File: config.mk
export PLATFORM = sky130hd
export DESIGN_NAME = mem_access_flat
export DESIGN_NICKNAME = d
export VERILOG_FILES = /design/src/rtl/mem_access_if.sv /design/src/rtl/mem_access.sv /design/src/flat_wrapper.sv
export SDC_FILE = /design/constraint.sdc
export NUM_CORES = 1
export LEC_CHECK = 0
export CAP_MARGIN = 20
export CORE_AREA = 2 2 165 167
export CTS_BUF_LIST = sky130_fd_sc_hd__clkbuf_8
export DETAILED_ROUTE_END_ITERATION = 16
export DIE_AREA = 0 0 167 169
export GPL_TIMING_DRIVEN = 1
export SKIP_CTS_REPAIR_TIMING = 1
export SYNTH_ARGS = -nofsm -noshare
export SYNTH_HDL_FRONTEND = slang
export SYNTH_SLANG_ARGS = --single-unit
File: constraint.sdc
create_clock -name clk -period 1.8 [get_ports clk]
set_clock_uncertainty 0.05 [all_clocks]
set_input_delay 0.36 -clock clk [delete_from_list [all_inputs] [get_ports clk]]
set_output_delay 0.36 -clock clk [all_outputs]
set_load 0.01 [all_outputs]
File: src/rtl/mem_access_if.sv
// Data-memory request/response channel used by mem_access.
// The master drives the request side and the slave returns dm_ack and dm_rdata.
interface mem_access_if;
    logic        dm_req;
    logic [3:0]  dm_wen;
    logic [31:0] dm_addr;
    logic [31:0] dm_wdata;
    logic        dm_ack;
    logic [31:0] dm_rdata;

    modport master (output dm_req, dm_wen, dm_addr, dm_wdata, input dm_ack, dm_rdata);
    modport slave  (input dm_req, dm_wen, dm_addr, dm_wdata, output dm_ack, dm_rdata);
endinterface

File: src/rtl/mem_access.sv
// MEM pipeline stage: issues one data-memory access per load/store and aligns load/store data.
// Optional alignment exceptions are enabled by defining MEM_ADDR_CHECK_EN.
module mem_access (
    input  logic               clk,
    input  logic               resetn,
    input  logic               MEM_valid,
    input  logic               MEM_accept,
    input  logic [158:0]       EXE_MEM_bus_r,
    mem_access_if.master       dm,
    output logic               MEM_over,
    output logic [4:0]         MEM_wdest,
    output logic [122:0]       MEM_WB_bus,
    output logic [31:0]        MEM_pc
);
    typedef enum logic [1:0] {IDLE, REQ, DONE} state_t;

    state_t      state;
    logic [31:0] load_data;

    logic [4:0]  mem_control;
    logic [31:0] store_data;
    logic [31:0] exe_result;
    logic [31:0] lo_result;
    logic [15:0] misc_fields;
    logic        rf_wen;
    logic [4:0]  rf_wdest;
    logic [31:0] pc;
    logic [3:0]  tail_fields;

    assign {mem_control, store_data, exe_result, lo_result, misc_fields,
            rf_wen, rf_wdest, pc, tail_fields} = EXE_MEM_bus_r;

    logic is_load, is_store, is_word, is_half, sign_ext, mem_op, addr_exc;

    assign is_load  = mem_control[4];
    assign is_store = mem_control[3];
    assign is_word  = mem_control[2];
    assign is_half  = mem_control[1];
    assign sign_ext = mem_control[0];
    assign mem_op   = is_load | is_store;

`ifdef MEM_ADDR_CHECK_EN
    assign addr_exc = mem_op & ((is_word & (|exe_result[1:0])) |
                                (~is_word & is_half & exe_result[0]));
`else
    assign addr_exc = 1'b0;
`endif

    logic [3:0]  wen_next;
    logic [31:0] wdata_next;

    always_comb begin
        wen_next   = '0;
        wdata_next = store_data;
        if (is_word) begin
            wen_next   = '1;
            wdata_next = store_data;
        end else if (is_half) begin
            wen_next   = exe_result[1] ? 4'b1100 : 4'b0011;
            wdata_next = {2{store_data[15:0]}};
        end else begin
            wen_next   = 4'b0001 << exe_result[1:0];
            wdata_next = {4{store_data[7:0]}};
        end
        if (is_load)
            wen_next = '0;
    end

    logic [15:0] ld_half;
    logic [7:0]  ld_byte;
    logic [31:0] load_value;
    logic [31:0] mem_result;

    always_comb begin
        ld_half = exe_result[1] ? load_data[31:16] : load_data[15:0];
        case (exe_result[1:0])
            2'd0:    ld_byte = load_data[7:0];
            2'd1:    ld_byte = load_data[15:8];
            2'd2:    ld_byte = load_data[23:16];
            default: ld_byte = load_data[31:24];
        endcase
        if (is_word)
            load_value = load_data;
        else if (is_half)
            load_value = {{16{sign_ext & ld_half[15]}}, ld_half};
        else
            load_value = {{24{sign_ext & ld_byte[7]}}, ld_byte};
        mem_result = is_load ? load_value : exe_result;
    end

    // Request fields are latched at issue so they stay stable for the whole REQ phase.
    always_ff @(posedge clk or negedge resetn) begin
        if (!resetn) begin
            state       <= IDLE;
            load_data   <= '0;
            dm.dm_req   <= 1'b0;
            dm.dm_wen   <= '0;
            dm.dm_addr  <= '0;
            dm.dm_wdata <= '0;
        end else begin
            case (state)
                IDLE: begin
                    if (MEM_valid & mem_op & ~addr_exc) begin
                        state       <= REQ;
                        dm.dm_req   <= 1'b1;
                        dm.dm_wen   <= wen_next;
                        dm.dm_addr  <= {exe_result[31:2], 2'b00};
                        dm.dm_wdata <= wdata_next;
                    end
                end
                REQ: begin
                    if (dm.dm_ack) begin
                        state     <= DONE;
                        dm.dm_req <= 1'b0;
                        dm.dm_wen <= '0;
                        if (is_load)
                            load_data <= dm.dm_rdata;
                    end
                end
                DONE: begin
                    if (MEM_accept | ~MEM_valid)
                        state <= IDLE;
                end
                default: state <= IDLE;
            endcase
        end
    end

    assign MEM_over   = resetn & MEM_valid & ((state == DONE) | ~mem_op | addr_exc);
    assign MEM_wdest  = rf_wdest & {5{MEM_valid}};
    assign MEM_pc     = pc;
    assign MEM_WB_bus = {rf_wen & ~addr_exc, rf_wdest, mem_result, lo_result, misc_fields,
                         pc, tail_fields, addr_exc};
endmodule

File: src/flat_wrapper.sv
// flat-port wrapper written by rule: the top's interface ports become plain ports
module mem_access_flat 
  (clk, resetn, MEM_valid, MEM_accept, EXE_MEM_bus_r, MEM_over, MEM_wdest, MEM_WB_bus, MEM_pc, dm_dm_req, dm_dm_wen, dm_dm_addr, dm_dm_wdata, dm_dm_ack, dm_dm_rdata);
  mem_access_if dm_i ();
  input  logic clk;
  input  logic resetn;
  input  logic MEM_valid;
  input  logic MEM_accept;
  input  logic [158:0] EXE_MEM_bus_r;
  output logic MEM_over;
  output logic [4:0] MEM_wdest;
  output logic [122:0] MEM_WB_bus;
  output logic [31:0] MEM_pc;
  output wire logic [$bits(dm_i.dm_req)-1:0] dm_dm_req;
  output wire logic [$bits(dm_i.dm_wen)-1:0] dm_dm_wen;
  output wire logic [$bits(dm_i.dm_addr)-1:0] dm_dm_addr;
  output wire logic [$bits(dm_i.dm_wdata)-1:0] dm_dm_wdata;
  input wire logic [$bits(dm_i.dm_ack)-1:0] dm_dm_ack;
  input wire logic [$bits(dm_i.dm_rdata)-1:0] dm_dm_rdata;
  assign dm_dm_req = dm_i.dm_req;
  assign dm_dm_wen = dm_i.dm_wen;
  assign dm_dm_addr = dm_i.dm_addr;
  assign dm_dm_wdata = dm_i.dm_wdata;
  assign dm_i.dm_ack = dm_dm_ack;
  assign dm_i.dm_rdata = dm_dm_rdata;
  mem_access u_core (.clk(clk), .resetn(resetn), .MEM_valid(MEM_valid), .MEM_accept(MEM_accept), .EXE_MEM_bus_r(EXE_MEM_bus_r), .dm(dm_i), .MEM_over(MEM_over), .MEM_wdest(MEM_wdest), .MEM_WB_bus(MEM_WB_bus), .MEM_pc(MEM_pc));
endmodule
Word-level counts from Yosys, hierarchy flattened
Cells that the tools add are included.
- add/sub/neg operators: 0
- multipliers: 0
- div/mod/pow operators: 0
- order comparisons: 0
- equal/unequal tests: 7
- shifts and indexed selects: 1
- mux-type cells: 21
- bitwise gates (word level): 11
- reductions and logical operators: 7
- operators with widths (cell ; count):
    $mux W32 ; 5
    $mux W4 ; 6
    $pmux W8 S3 ; 1
    $mux W16 ; 1
    $reduce_and A3 Y1 ; 3
    $pmux W4 S2 ; 1
    $mux W2 ; 3
    $pmux W2 S3 ; 1
    $and A1 B1 Y1 ; 5
    $and A5 B5 Y5 ; 1
    $eq A2 B1 Y1 const B ; 2
    $eq A2 B2 Y1 const B ; 2
    $logic_not A2 Y1 ; 2
    $ne A2 B1 Y1 const B ; 2
    $shl A1 B2 Y4 const A ; 1
    $or A1 B1 Y1 ; 3
    $mux W1 ; 2
    $ne A2 B2 Y1 const B ; 1
    $not A1 Y1 ; 2
    $pmux W1 S2 ; 1
    $reduce_and A2 Y1 ; 1
    $reduce_bool A2 Y1 ; 1
- register bits: 101
- latch bits: 0
- RAM bits: 0
- ROM bits: 0
- input port bits: 196
- output and inout port bits: 230
- word-level logic and storage cells: 53
- memories: 0

Logic depth before layout (Yosys ltp)
Gate-level depths: netlist (run 1).
- depth in word-level cells: 6
- gate-level depth with buffers: 8
- mapped depth without buffers: 4

Worst setup path before layout (run 1)
No wires, ideal clock.
- path kind: input-to-output
- from: in EXE_MEM_bus_r[158]
- to: out MEM_WB_bus[107]
- arrival time: 1.580 ns
- path slack: -0.190 ns
- stages on the path: 5
- path buffers: 2
- cell sequence: buf_2 -> clkinv_1 -> nor4b_4 -> buf_2 -> a221o_1
- word-level cells in the longest chain between the ends: 1
- ends and longest elaborated chain (what ; RTL line ; source):
    start, declared ; flat_wrapper.sv:9 ; input logic [158:0] EXE_MEM_bus_r;
    $mux W32 ; mem_access.sv:88 ; mem_result = is_load ? load_value : exe_result;
    end, declared ; flat_wrapper.sv:12 ; output logic [122:0] MEM_WB_bus;
No other way between the ends.

Final worst setup path (run 1)
- from: reg u_core.load_data[23]
- to: out MEM_WB_bus[94]
- word-level cells in the longest chain between the ends: 5
- ends and longest elaborated chain (what ; RTL line ; source):
    start, declared ; mem_access.sv:18 ; logic [31:0] load_data;
    start signal, assigned ; mem_access.sv:117 ; load_data <= dm.dm_rdata;
    $pmux W8 S3 ; mem_access.sv:76 ; case (exe_result[1:0])
    $and A1 B1 Y1 ; mem_access.sv:87 ; load_value = {{24{sign_ext & ld_byte[7]}}, ld_byte};
    $mux W32 ; mem_access.sv:84 ; else if (is_half)
    $mux W32 ; mem_access.sv:82 ; if (is_word)
    $mux W32 ; mem_access.sv:88 ;
No other way between the ends.

==> run_results.csv, run 1 <==
group,metric,value,unit
floorplanning,coreArea,26500,µm²
worst_setup_path,crit_path_max_fanout,3,
synthesis,yosys_register_bits,101,
clock_network,clock_sinks,101,
global_routing,antenna_found_initial,0,
global_routing,grt_max_degree,102,
sta,setup_ws,-0.813,ns
global_routing,track_usage,14.4,%
synthesis,synth.top_cell.area_share,42.0,%
synthesis,netlist_area,6020,µm²
synthesis,synth_seq_area_share,42.0,%
global_routing,grt_pass1_wl,30400,µm
sta,finalHoldViolCount,0,
routing,drc,0,
finish,antenna_cells,0,
finish,final_util,33.5,%
power_and_ir_drop,pwr_density_cell,1220,nW/µm²
worst_setup_path,end_kind,"output pin",
clock_network,clk_latency,0.37,ns
sta,fin_crit_sh,145,%
routing,via_count,4675,
routing,routedWlPerCell,19.9,µm
power_and_ir_drop,total_power,10.8,mW
clock_network,clockBufferDepth,2,
place,hpwl,15800,µm
sta,setup_viol,32,
finish,drive_gt1_share,35.4,%
clock_network,cts-root-buf,"clkbuf_8",
floorplanning,die_h,169,µm
clock_network,cts_tree,"built",
routing,routed_via_density,4.34,
finish,fillers,2660,
worst_setup_path,crit_type,"reg2out",
routing,dr.first_iter.drc_count,210,
floorplanning,initial_core_util,22.7,%
global_routing,grt_overflow,0,
floorplanning,row_count,60,
run_status,violations,"negative setup slack",
routing,antenna_left,0,
synthesis,synthDistinctLibCells,43,
floorplanning,dieArea,28200,µm²
synthesis,yosys_warnings,0,
routing,dr.pass1.iters,4,
sta,maxClockFrequency,383,MHz
worst_hold_path,hold_path.class,"in2reg",
clock_network,cts_max_level,3,
run_status,status,"complete, but fails checks",
synthesis,synth_top_area_cell,"dfrtp_1",
worst_setup_path,startpoint_type,"flip-flop",
floorplanning,die_w,167,µm
power_and_ir_drop,leakage,4.12,nW
finish,area_growth,47.3,%
power_and_ir_drop,vdd_ir_drop_max,411,µV
job,cap_violations,0,
floorplanning,io-pin-count,426,
synthesis,synth.area.top_cells,"dfrtp_1, buf_4, mux2_4, mux2_2, mux2i_1",
place,io_buffer_count,220,
finish,final_common_cell,"clkdlybuf4s50_1",
routing,drt_wl_total,21500,µm
sta,period_minus_slack,2.61,ns
synthesis,netlist_instances,551,
global_routing,grt_pass1_vias,4727,
sta,rsz0062_at_grt,"yes",
clock_network,path_clk_slew,0.11,ns
finish,num-nets-final,926,
finish,layout_common_cells,"clkdlybuf4s50_1, dfrtp_1, buf_4",
sta,tightest_slew,0.642,ns
clock_network,cts_buffers,9,
sta,drv_slew,0,
place,gp_congestion,0.775,
sta,slew_headroom,57.2,%
worst_setup_path,critPathArrivalTime,2.20,ns
synthesis,syn_avg_cell_area,10.9,µm²
worst_setup_path,worstPathRequired,1.39,ns
==> final timing paths <==
check | start | end | slack, ns | depth (start not counted)
min in group asynchronous | resetn | u_core.dm.dm_addr[31]$_DFFE_PN0P_ | 0.57 | 3
worst min register to register | u_core.dm.dm_req$_DFFE_PN0P_ | u_core.dm.dm_req$_DFFE_PN0P_ | 0.44 | 2
worst max register to register | u_core.state[0]$_DFFE_PN0P_ | u_core.dm.dm_addr[3]$_DFFE_PN0P_ | 0.07 | 3
worst min-delay path | MEM_valid | u_core.state[1]$_DFFE_PN0P_ | 0.29 | 3
max in group asynchronous | resetn | u_core.load_data[11]$_DFFE_PN0P_ | 0.61 | 3
worst max-delay path | u_core.load_data[23]$_DFFE_PN0P_ | MEM_WB_bus[94] | -0.81 | 8
==> critical path, cell delays in order, from the launching register on <==
cell      delay (ns)
dfrtp_1         0.43
mux2_4          0.30
buf_6           0.12
a22o_1          0.25
a211oi_4        0.26
buf_4           0.16
buf_6           0.12
a21oi_4         0.06
buf_6           0.13
==> cell usage after synthesis <==
| master | instances |
|---|---|
| a211o_1 | 2 |
| a211oi_1 | 3 |
| a211oi_2 | 1 |
| a21oi_1 | 14 |
| a221o_1 | 14 |
| a22o_1 | 2 |
| a311o_1 | 4 |
| a31oi_1 | 3 |
| a32oi_1 | 1 |
| and2_1 | 5 |
| and3_1 | 4 |
| buf_1 | 2 |
| buf_2 | 6 |
| buf_4 | 126 |
| buf_6 | 6 |
| clkbuf_1 | 16 |
| clkinv_1 | 1 |
| conb_1 | 1 |
| dfrtp_1 | 101 |
| inv_1 | 4 |
| inv_2 | 1 |
| mux2_2 | 41 |
| mux2_4 | 37 |
| mux2i_1 | 19 |
| nand2_1 | 43 |
| nand2b_1 | 2 |
| nand3_1 | 8 |
| nand4_1 | 1 |
| nor2_1 | 21 |
| nor2b_1 | 5 |
| nor3_1 | 2 |
| nor4b_4 | 1 |
| o21ai_0 | 2 |
| o21ai_1 | 20 |
| o22ai_1 | 9 |
| o2bb2ai_1 | 4 |
| o31ai_1 | 7 |
| o32ai_1 | 5 |
| o41ai_1 | 1 |
| o41ai_2 | 3 |
| or3_1 | 1 |
| or3b_2 | 1 |
| or4_1 | 1 |
==> layout make-up <==
cell class	count	area [µm²]	area share, %
timing repair buffer	322	3120	35.2
multi-input combinational	290	2560	28.9
sequential	101	2530	28.5
tap	341	427	4.81
clock buffer	9	124	1.40
clock inverter	7	75.1	0.847
inverter	6	27.5	0.310
==> flip-flops by register name (all words and copies together), names as in the netlist <==
register / count
u_core.dm.dm_wdata: 32
u_core.dm.dm_req: 1
u_core.dm.dm_wen: 4
u_core.dm.dm_addr: 30
u_core.state: 2
u_core.load_data: 32
==> cell families after synthesis <==
logic type / synth area share, %
AND/OR/NAND/NOR: 7.36
flip-flops: 42.0
AO/OA/AOI/OAI: 11.7
buffers and inverters: 18.8
other: 0.0623
multiplexers: 20.1
==> metal layers <==
metal / vias up / share of wire [%] / track usage, %
met5: - / 0 / 0
met4: 0 / 3.5 / 6.48
met3: 59 / 6.1 / 3.83
met2: 165 / 47 / 23.1
met1: 2272 / 43 / 18.2
li1: 2179 / - / -
==> power breakdown <==
group	switching [mW]	total, mW	internal, mW
registers	0.698	3.96	3.27
clock network	0.920	1.58	0.656
logic	2.05	5.29	3.24
total	3.66	10.8	7.17
==> metrics by stage <==
stage | std cells | TNS, ns | cell area, µm² | hold WS [ns] | setup WS, ns
after CTS | 1051 | -71.83 | 8410 | 0.0460 | -1.63
after detailed placement | 1035 | -114.76 | 8220 | 0.413 | -1.64
final | 1076 | -17.67 | 8870 | 0.288 | -0.813
after global routing | 1076 | -20.10 | 8870 | 0.278 | -0.899
after floorplan | 553 | -0.163 | 6080 | 0.0144 | -0.0204
after global placement | 1035 | -115.06 | 8220 | 0.412 | -1.58
Power figures use the tool's default switching activity.
==> inputs of run 2 (changes only) <==
--- a/config.mk
+++ b/config.mk
@@ -10,7 +10,8 @@
 export CTS_BUF_LIST = sky130_fd_sc_hd__clkbuf_8
 export DETAILED_ROUTE_END_ITERATION = 16
 export DIE_AREA = 0 0 167 169
-export GPL_TIMING_DRIVEN = 1
+export GPL_TIMING_DRIVEN = 0
+export PLACE_DENSITY_LB_ADDON = 0.15
 export SKIP_CTS_REPAIR_TIMING = 1
 export SYNTH_ARGS = -nofsm -noshare
 export SYNTH_HDL_FRONTEND = slang
==> constraint.sdc (replaced) <==
create_clock -name clk -period 1.8 [get_ports clk]
set_clock_uncertainty 0.05 [all_clocks]
set_input_delay 0.27 -clock clk [delete_from_list [all_inputs] [get_ports clk]]
set_output_delay 0.27 -clock clk [all_outputs]
set_load 0.01 [all_outputs]
==> run 2 against run 1 <==
Net effect:
- the flow still finishes with violations (negative setup slack)
- sequential power up 3%
- first-iteration DRC count is 7.6% higher
- via count up 16%
- count of clock-buffer cells in the layout unchanged
- cell count rose by 17%
- fmax rose by 12%
- final area is 18% higher
- routed wire length grew 12%
- register-to-register slack got worse by 0.19 ns
- sequential share of layout area decreased by 4.4 points
- combinational power rose by 4.7%
- flip-flop and latch count unchanged
==> run_results.csv, run 2 (same netlist as run 1, synthesis figures left out) <==
group,metric,value,unit
run_status,status,"complete, but fails checks",
run_status,violations,"negative setup slack",
routing,drc,0,
global_routing,grt_max_degree,72,
clock_network,path_clk_slew,0.12,ns
floorplanning,row_count,60,
floorplanning,dieArea,28200,µm²
floorplanning,coreArea,26500,µm²
sta,tightest_slew,0.682,ns
power_and_ir_drop,pwr-share-clk,13.4,%
clock_network,cts_max_level,3,
finish,area_growth,74.5,%
routing,via_count,5440,
power_and_ir_drop,p_comb_share,49.8,%
finish,fillers,2688,
finish,drive_gt1_share,36.7,%
power_and_ir_drop,leakage,4.72,nW
finish,reg_top3,"u_core.dm.dm_wdata: 32 flops, u_core.load_data: 32 flops, u_core.dm.dm_addr: 30 flops",
place,io_buffer_count,335,
power_and_ir_drop,vdd_ir_drop_max,490,µV
routing,dr.first_iter.drc_count,226,
finish,num-nets-final,1113,
worst_setup_path,reg2reg_depth,6,
sta,tns,-15.17,ns
finish,final_util,39.6,%
floorplanning,die_h,169,µm
global_routing,grt_pass1_wl,33800,µm
finish,final_common_cell,"clkdlybuf4s50_1",
sta,hold_ws,0.213,ns
clock_network,clock_sinks,101,
clock_network,cts_buffers,9,
sta,slew_headroom,54.5,%
place,post-place-ws,-1.52,ns
sta,rsz0062_at_grt,"yes",
clock_network,cts-root-buf,"clkbuf_8",
routing,antenna_left,0,
worst_setup_path,crit_type,"reg2out",
sta,setup_ws,-0.537,ns
routing,dr.pass1.iters,4,
place,gp_congestion,0.785,
floorplanning,die_w,167,µm
clock_network,cts_tree,"built",
sta,drv_slew,0,
worst_setup_path,critPathArrivalTime,2.02,ns
worst_setup_path,worstPathRequired,1.48,ns
worst_setup_path,end_kind,"output pin",
worst_setup_path,crit_path_max_fanout,3,
sta,period_minus_slack,2.34,ns
sta,setup_viol,66,
global_routing,antenna_found_initial,1,
clock_network,clk_latency,0.39,ns
clock_network,clockBufferDepth,2,
floorplanning,io-pin-count,426,
routing,routedWlPerCell,19.0,µm
power_and_ir_drop,sequentialPowerShare,36.8,%
power_and_ir_drop,pwr_density_cell,1060,nW/µm²
sta,fin_crit_sh,130,%
sta,finalHoldViolCount,0,
worst_hold_path,hold_path.class,"in2reg",
finish,layout_common_cells,"clkdlybuf4s50_1, buf_4, dfrtp_1",
place,hpwl,18500,µm
power_and_ir_drop,power_switching,3.88,mW
routing,routed_via_density,4.30,
global_routing,grt_pass1_vias,5444,
routing,drt_wl_total,24000,µm
power_and_ir_drop,p_int,7.25,mW
global_routing,grt_overflow,0,
worst_setup_path,startpoint_type,"flip-flop",
power_and_ir_drop,switching_share,34.9,%
sta,maxClockFrequency,428,MHz
global_routing,track_usage,15.8,%
worst_hold_path,min_path_cells,3,
floorplanning,initial_core_util,22.7,%
job,cap_violations,0,
==> run 2: worst max-delay path, stage by stage, from the launching register on <==
cell,delay [ns]
dfrtp_1,0.43
mux2_4,0.30
a22o_1,0.27
a211oi_4,0.25
buf_4,0.17
a21oi_1,0.06
clkbuf_2,0.15
==> run 2: metrics by stage <==
step	instance area, µm²	cells	total power [mW]
6_report	10500	1264	11.1
5_1_grt	10500	1263	11.8
2_1_floorplan	6030	553	6.38
3_3_place_gp	9810	1229	9.32
4_1_cts	10000	1246	10.9
3_5_place_dp	9830	1230	9.35
==> run 2: metal layers <==
layer,part of all wire (%),GRT usage [%],vias up,wire length (µm)
met1,42,19.6,2610,10000
li1,-,-,2547,-
met5,0,0,-,0
met4,0.83,3.56,0,198
met3,8.4,5.14,11,2020
met2,49,26.7,272,11700
==> run 2: path summary, 6_finish.rpt <==
path	slack (ns)	startpoint	end
worst min register to register	0.44	u_core.dm.dm_wdata[15]$_DFFE_PN0P_	u_core.dm.dm_wdata[15]$_DFFE_PN0P_
worst min-delay path	0.21	MEM_valid	u_core.state[1]$_DFFE_PN0P_
worst max register to register	-0.12	u_core.state[0]$_DFFE_PN0P_	u_core.dm.dm_wdata[2]$_DFFE_PN0P_
max in group asynchronous	0.82	resetn	u_core.load_data[1]$_DFFE_PN0P_
worst max-delay path	-0.54	u_core.load_data[23]$_DFFE_PN0P_	MEM_WB_bus[100]
min in group asynchronous	0.61	resetn	u_core.dm.dm_addr[10]$_DFFE_PN0P_
==> run 2: cell type report <==
class	instances	area, µm²	share of cell area, %
Antenna cell	1	2.50	0.0238
Timing Repair Buffer	354	3540	33.7
Clock inverter	7	63.8	0.608
Multi-Input combinational cell	290	2550	24.3
Buffer	155	1230	11.7
Sequential cell	101	2530	24.1
Tap cell	341	427	4.06
Clock buffer	9	124	1.18
Inverter	6	30.0	0.286
==> run 2: power by group through the flow <==
stage / logic [mW] / registers (mW) / clock network [mW]
detailed placement: 5.25 / 4.10 / 0
CTS: 5.26 / 4.07 / 1.58
floorplan: 2.25 / 4.12 / 0
global placement: 5.22 / 4.10 / 0
global route: 5.92 / 4.24 / 1.66
finish: 5.54 / 4.09 / 1.49
